### src/rtl/sol_step_player.sv
// Captures the 8-puzzle start board and solver move list, then replays one move per debounced press.
// Define SOL_STEP_PLAYER_AUTO_PLAY_EN to also advance automatically every AUTO_PERIOD cycles in READY.
module sol_step_player #(
  parameter int MAX_STEPS   = 32,
  parameter int STEP_W      = 6,
  parameter int DEB_CYCLES  = 4,
  parameter int AUTO_PERIOD = 1000
) (
  input  logic              clk,
  input  logic              rst_n,
  input  logic [35:0]       init_board,
  input  logic              load,
  input  logic              mv_valid,
  input  logic [1:0]        mv_dir,
  output logic              mv_ready,
  input  logic              sol_done,
  input  logic              btn,
  output logic [35:0]       board,
  output logic [3:0]        blank_pos,
  output logic [STEP_W-1:0] step,
  output logic [STEP_W-1:0] total,
  output logic              finished,
  output logic              err
);
  localparam int IDX_W  = (MAX_STEPS > 1) ? $clog2(MAX_STEPS) : 1;
  localparam int DCNT_W = (DEB_CYCLES > 1) ? $clog2(DEB_CYCLES + 1) : 1;

  if (STEP_W < $clog2(MAX_STEPS + 1) || DEB_CYCLES < 1 || AUTO_PERIOD < 1) begin : g_param_check
    $error("sol_step_player: invalid parameterisation");
  end

  typedef enum logic [2:0] {
    S_IDLE, S_COLLECT, S_READY, S_APPLY, S_DONE, S_ERR
  } state_t;

  state_t              state_q, state_d;
  logic [35:0]         board_q, board_d;
  logic [3:0]          blank_q, blank_d;
  logic [STEP_W-1:0]   step_q, step_d;
  logic [STEP_W-1:0]   total_q, total_d;
  logic                finished_q, finished_d;
  logic                err_q, err_d;
  logic                wr_en;
  logic                acc;
  logic                adv;
  logic [4:0]          blank_info;
  logic [4:0]          mv_info;
  logic [1:0]          buf_q [MAX_STEPS];

  // Returns {found, index} of the lowest cell holding the blank.
  function automatic logic [4:0] find_blank(input logic [35:0] b);
    logic [4:0] r;
    r = 5'd0;
    for (int i = 8; i >= 0; i--) begin
      if (b[4*i +: 4] == 4'd0) r = {1'b1, 4'(i)};
    end
    return r;
  endfunction

  // Returns {legal, neighbour cell} for moving the blank at pos in direction dir.
  function automatic logic [4:0] move_target(input logic [3:0] pos, input logic [1:0] dir);
    logic       ok;
    logic [3:0] nb;
    ok = 1'b0;
    nb = pos;
    case (dir)
      2'd0: begin ok = (pos >= 4'd3) && (pos <= 4'd8); nb = pos - 4'd3; end
      2'd1: begin ok = (pos <= 4'd5);                  nb = pos + 4'd3; end
      2'd2: begin
        ok = (pos <= 4'd8) && (pos != 4'd0) && (pos != 4'd3) && (pos != 4'd6);
        nb = pos - 4'd1;
      end
      default: begin
        ok = (pos <= 4'd7) && (pos != 4'd2) && (pos != 4'd5);
        nb = pos + 4'd1;
      end
    endcase
    return {ok, nb};
  endfunction

  // Button synchroniser, debouncer and registered rising-edge press.
  logic              sync1_q, sync2_q, lvl_q, lvl_d, press_q;
  logic [DCNT_W-1:0] dcnt_q, dcnt_d;

  always_comb begin
    lvl_d  = lvl_q;
    dcnt_d = '0;
    if (sync2_q != lvl_q) begin
      if (dcnt_q == DCNT_W'(DEB_CYCLES - 1)) lvl_d  = ~lvl_q;
      else                                   dcnt_d = dcnt_q + 1'b1;
    end
  end

  always_ff @(posedge clk or negedge rst_n) begin
    if (!rst_n) begin
      sync1_q <= 1'b0;
      sync2_q <= 1'b0;
      lvl_q   <= 1'b0;
      dcnt_q  <= '0;
      press_q <= 1'b0;
    end else begin
      sync1_q <= btn;
      sync2_q <= sync1_q;
      lvl_q   <= lvl_d;
      dcnt_q  <= dcnt_d;
      press_q <= lvl_d & ~lvl_q;
    end
  end

`ifdef SOL_STEP_PLAYER_AUTO_PLAY_EN
  localparam int ACNT_W = (AUTO_PERIOD > 1) ? $clog2(AUTO_PERIOD) : 1;
  logic [ACNT_W-1:0] acnt_q, acnt_d;
  logic              auto_fire;

  always_comb begin
    auto_fire = (state_q == S_READY) && (acnt_q == ACNT_W'(AUTO_PERIOD - 1));
    acnt_d    = '0;
    if ((state_q == S_READY) && !press_q && !auto_fire) acnt_d = acnt_q + 1'b1;
  end

  always_ff @(posedge clk or negedge rst_n) begin
    if (!rst_n) acnt_q <= '0;
    else        acnt_q <= acnt_d;
  end

  assign adv = press_q | auto_fire;
`else
  assign adv = press_q;
`endif

  assign blank_info = find_blank(init_board);
  assign mv_info    = move_target(blank_q, buf_q[step_q[IDX_W-1:0]]);
  assign acc        = mv_valid & mv_ready;

  // State register.
  always_ff @(posedge clk or negedge rst_n) begin
    if (!rst_n) state_q <= S_IDLE;
    else        state_q <= state_d;
  end

  // Next-state logic; load overrides everything.
  always_comb begin
    state_d = state_q;
    if (load) begin
      state_d = blank_info[4] ? S_COLLECT : S_ERR;
    end else begin
      case (state_q)
        S_COLLECT: if (sol_done) state_d = ((total_q != '0) || acc) ? S_READY : S_DONE;
        S_READY:   if (adv) state_d = S_APPLY;
        S_APPLY: begin
          if (!mv_info[4])                              state_d = S_ERR;
          else if ((step_q + STEP_W'(1)) == total_q)     state_d = S_DONE;
          else                                          state_d = S_READY;
        end
        default: ;
      endcase
    end
  end

  // Output and datapath next values.
  always_comb begin
    mv_ready = (state_q == S_COLLECT) && (total_q < STEP_W'(MAX_STEPS));
    board_d  = board_q;
    blank_d  = blank_q;
    step_d   = step_q;
    total_d  = total_q;
    wr_en    = 1'b0;
    if (load) begin
      board_d = init_board;
      blank_d = blank_info[3:0];
      step_d  = '0;
      total_d = '0;
    end else if ((state_q == S_COLLECT) && acc) begin
      total_d = total_q + STEP_W'(1);
      wr_en   = 1'b1;
    end else if ((state_q == S_APPLY) && mv_info[4]) begin
      board_d[4*blank_q +: 4]    = board_q[4*mv_info[3:0] +: 4];
      board_d[4*mv_info[3:0] +: 4] = 4'd0;
      blank_d = mv_info[3:0];
      step_d  = step_q + STEP_W'(1);
    end
    finished_d = (state_d == S_DONE);
    err_d      = (state_d == S_ERR);
  end

  always_ff @(posedge clk or negedge rst_n) begin
    if (!rst_n) begin
      board_q    <= '0;
      blank_q    <= '0;
      step_q     <= '0;
      total_q    <= '0;
      finished_q <= 1'b0;
      err_q      <= 1'b0;
    end else begin
      board_q    <= board_d;
      blank_q    <= blank_d;
      step_q     <= step_d;
      total_q    <= total_d;
      finished_q <= finished_d;
      err_q      <= err_d;
    end
  end

  // Move storage carries no reset; total gates which entries are meaningful.
  always_ff @(posedge clk) begin
    if (wr_en) buf_q[total_q[IDX_W-1:0]] <= mv_dir;
  end

  assign board     = board_q;
  assign blank_pos = blank_q;
  assign step      = step_q;
  assign total     = total_q;
  assign finished  = finished_q;
  assign err       = err_q;
endmodule

### config.mk
export PLATFORM = sky130hd
export DESIGN_NAME = sol_step_player
export DESIGN_NICKNAME = d
export VERILOG_FILES = /design/src/rtl/sol_step_player.sv
export SDC_FILE = /design/constraint.sdc
export NUM_CORES = 1
export LEC_CHECK = 0
export ABC_AREA = 1
export BUFFER_PORTS_ARGS = -buffer_cell sky130_fd_sc_hd__buf_2
export CORE_MARGIN = 3
export CORE_UTILIZATION = 37
export DETAILED_ROUTE_END_ITERATION = 7
export GPL_ROUTABILITY_DRIVEN = 0
export SYNTH_ARGS = -nofsm -noshare
export SYNTH_HDL_FRONTEND = slang
export SYNTH_SLANG_ARGS = --single-unit
### constraint.sdc
create_clock -name clk -period 4.1 [get_ports clk]
set_input_delay 0.41 -clock clk [delete_from_list [all_inputs] [get_ports clk]]
set_output_delay 0.41 -clock clk [all_outputs]
set_load 0.01 [all_outputs]
==> reports/metrics.cfg <==
[status]
run_status = complete, no violations

[min_path]
kind_of_path_behind_the_tightest_hold_check = in -> async

[synthesis]
synthDistinctLibCells = 44
synth-adder-area-share_pct = 3.318
synth_xor_area_share_pct = 0.7893
ys_top_cells_by_area = edfxtp_1 25%, dfrtp_1 21%, nand2_1 12%
ys_top_cells_by_count = 256 x nand2_1, 132 x nor2_1, 96 x nand3_1
synth_seq_cells = 128
synth_fp_nets = 1032
synth-compound-area-share_pct = 9.617
area_share_of_the_largest_cell_type_after_synthesis_pct = 24.74
synthesis.area_per_instance_um2 = 8.024
synth_top_cell_by_area = edfxtp_1
syn-instance-count = 968
dominant_combinational_cell_family_by_area_after_synthesis = simple AND/OR/NAND/NOR gates
synthArstFlopShare_pct = 50.00
synth_enable_flop_cells = 64
post_synth_instance_area_mm2 = 0.007767
leading_register_cell_type_out_of_synthesis = edfxtp_1
seq_area_frac_synth_pct = 45.36
synthesized_area_fraction_occupied_by_and_or_nand_nor_cells_pct = 35.07
synth.mux.area_fraction_pct = 0
number_of_warnings_printed_during_yosys_synthesis = 0
synth.most_common_cell = nand2_1

[timing]
max_freq_ghz = 0.2542
report.final.slew_viol_count = 0
timing.clock.skew_ps = 13.37
worstMarginPinSlew_ps = 676.2
setup_violations = 0
timing.final.crit_share_pct = 95.96
hold_violations = 0
setup_repair_after_global_routing_missed_its_margin = yes
worst_hold_margin_ps = 13.35
worst_slew_margin_rel_pct = 54.50
finalCriticalPeriod_ps = 3934

[setup_path]
path_class = reg -> reg
crit_path_max_fanout = 35
cp_data_required_time_ps = 4460
ff2ff_path_depth = 24
setup.worst_path.end_class = flip-flop
worstSetupStartpoint = step[0]
most_common_cell_type_on_the_critical_path = nand2_1
critical_path_arrival_ps = 4290
critical-path-max-stage-delay_ps = 500
r2r-start = step[0]
startpoint_type = flip-flop
critical_path_top_delay_cell = fa_1
crit_chain = inv_2 > buf_12 > nor2_1 > o22ai_1 > nor2_1 > o21ai_1 > o21ai_1 > ha_1 > inv_1 > fa_1 > o21ai_2 > buf_4 > buf_12 > o21ai_0 > o21ai_0 > nand2_1 > nand2_1 > nand2_1 > nand3_2 > nor2_4 > nand3_1 > nand2_1 > nand3_1 > nand2_1

[routing]
route.detailed.wl_per_inst_um = 16.04
drt_first_iter_violations = 461
drt_wl_total_um = 21750
ant_nets = 0
detail_route.drc_violations = 0
detail_route.first_pass.iterations = 5
via_count = 7019
viasPerCell = 5.176

[global_route]
grt_pass1_vias = 6623
global_route_wire_length_before_repair_um = 34620
global_route.usage.total_pct = 19.55
antenna_found_initial = 0
grt_max_degree = 56
overflow = 0

[cts]
clk_latency_ps = 420
clock_sink_count = 128
tritoncts = done
clk_pin_slew_ps = 60
cts_inserted_buffers = 17
cts-htree-levels = 4
clock-root-buffer = clkbuf_16
cts_buffer_depth = 2

[placed_design]
dp_hpwl_um = 15920
placed_cells = 1321
post_detailed_placement_cell_area_mm2 = 0.008630
io_port_bufs = 98

[finish]
final_instance_area_mm2 = 0.009315
layout-drive-gt1-share_pct = 21.82
fin_nets = 1137
layout-area-overhead-vs-synth_pct = 19.93
post_layout_nonfiller_instances = 1356
antenna-diode-count = 0

[die]
area_enclosed_by_the_die_boundary_mm2 = 0.02277
die_width_um = 150.9
placeableCoreArea_mm2 = 0.02043
fp.dieH_um = 150.9
row_count = 52
ioPinCount = 99
initial_utilization_pct = 38.02

[run]
maxCapViolations = 0

[pwr]
vdd.ir_drop.worst_v = 0.0003845
powerDensity_mw_per_mm2 = 617.3
leakagePower_nw = 4.300

## what timing repair did
item,in CTS,in global routing
gates resized for setup,1,16
setup endpoints to repair,1,36
hold buffers,0,0
setup buffers,0,3
pin swaps,0,5
## worst max-delay path: cells and delay by family, from the launching register on
family | cells | cell delay, ps
adder cells (fa/ha/maj) | 2 | 830
flip-flops | 1 | 420
AND/OR/NAND/NOR | 11 | 1090
AO/OA/AOI/OAI | 6 | 900
buffers and inverters | 5 | 610
## path summary, 6_finish.rpt
check                      slack, ps   endpoint
setup / recovery                 170  board[30]
hold / removal                    10   board[5]
setup reg to reg                 170  board[30]
hold reg to reg                  350    sync2_q
max in group asynchronous       3150      lvl_q
min in group clk                  90    sync1_q
## through the flow
| stage | utilization, % | setup WS, ps | setup TNS [ps] | total power [mW] |
|---|---|---|---|---|
| after detailed placement | 42.24 | -13.53 | -13.53 | 4.140 |
| final | 45.60 | 165.7 | 0 | 5.750 |
| after CTS | 45.27 | 99.70 | 0 | 5.706 |
| after floorplan | - | 178.3 | 0 | 3.357 |
| after global routing | 45.60 | -52.51 | -342.8 | 6.147 |
| after global placement | 42.24 | 96.02 | 0 | 4.118 |
## logic make-up after synthesis
family | Yosys count
AND/OR/NAND/NOR | 575
AO/OA/AOI/OAI | 129
flip-flops | 128
buffers and inverters | 109
adder cells (fa/ha/maj) | 20
XOR/XNOR | 7
## power by group
group / leakage (nW) / switching [mW] / internal, mW
Sequential: 1.41 / 0.161 / 1.50
Clock: 0.299 / 0.673 / 0.879
Combinational: 2.59 / 1.70 / 0.838
## sequential cells by signal (all words and copies together) (netlist names)
register / flops
board: 36
dcnt_q: 3
sync2_q: 1
state_q: 3
adv: 1
lvl_q: 1
total: 6
sync1_q: 1
err: 1
step: 6
blank_pos: 4
finished: 1
buf_q: 64
## area by class of cell
| cell class | instances | area (µm²) |
|---|---|---|
| sequential | 128 | 3523 |
| tap | 270 | 337.8 |
| clock inverter | 15 | 193.9 |
| inverter | 72 | 274.0 |
| timing repair buffer | 123 | 732.0 |
| multi-input combinational | 731 | 3829 |
| fill | 2055 | 11110 |
| clock buffer | 17 | 425.4 |
## routing by layer
layer / track usage (%) / part of all wire, % / vias to the layer above
li1: - / - / 3468
met1: 26.14 / 44 / 3283
met2: 31.68 / 47 / 240
met4: 5.938 / 1.8 / 0
met5: 0 / 0 / -
met3: 4.518 / 6.5 / 28
## layout by cell type, fill, tap and decap left out, types with 6 or more instances in the layout
master,synthesis,final
inv_2,8,9
nand2_4,19,19
buf_2,12,98
dfrtp_1,64,64
inv_1,62,61
nand3_1,96,96
edfxtp_1,64,64
o211ai_1,6,6
o21ai_1,2,8
buf_4,2,20
o221ai_1,6,6
nand3_2,18,18
o21ai_0,70,63
o22ai_1,21,21
nand2_2,6,7
nand4_1,6,6
a31oi_1,6,6
nor2_4,4,9
clkbuf_16,0,17
a21oi_1,10,10
ha_1,19,19
nor3_1,9,9
nor2_2,11,6
nand2_1,256,255
nor2_1,132,132
nor3_2,6,6
Note: power is estimated with default switching activity, not from simulation.
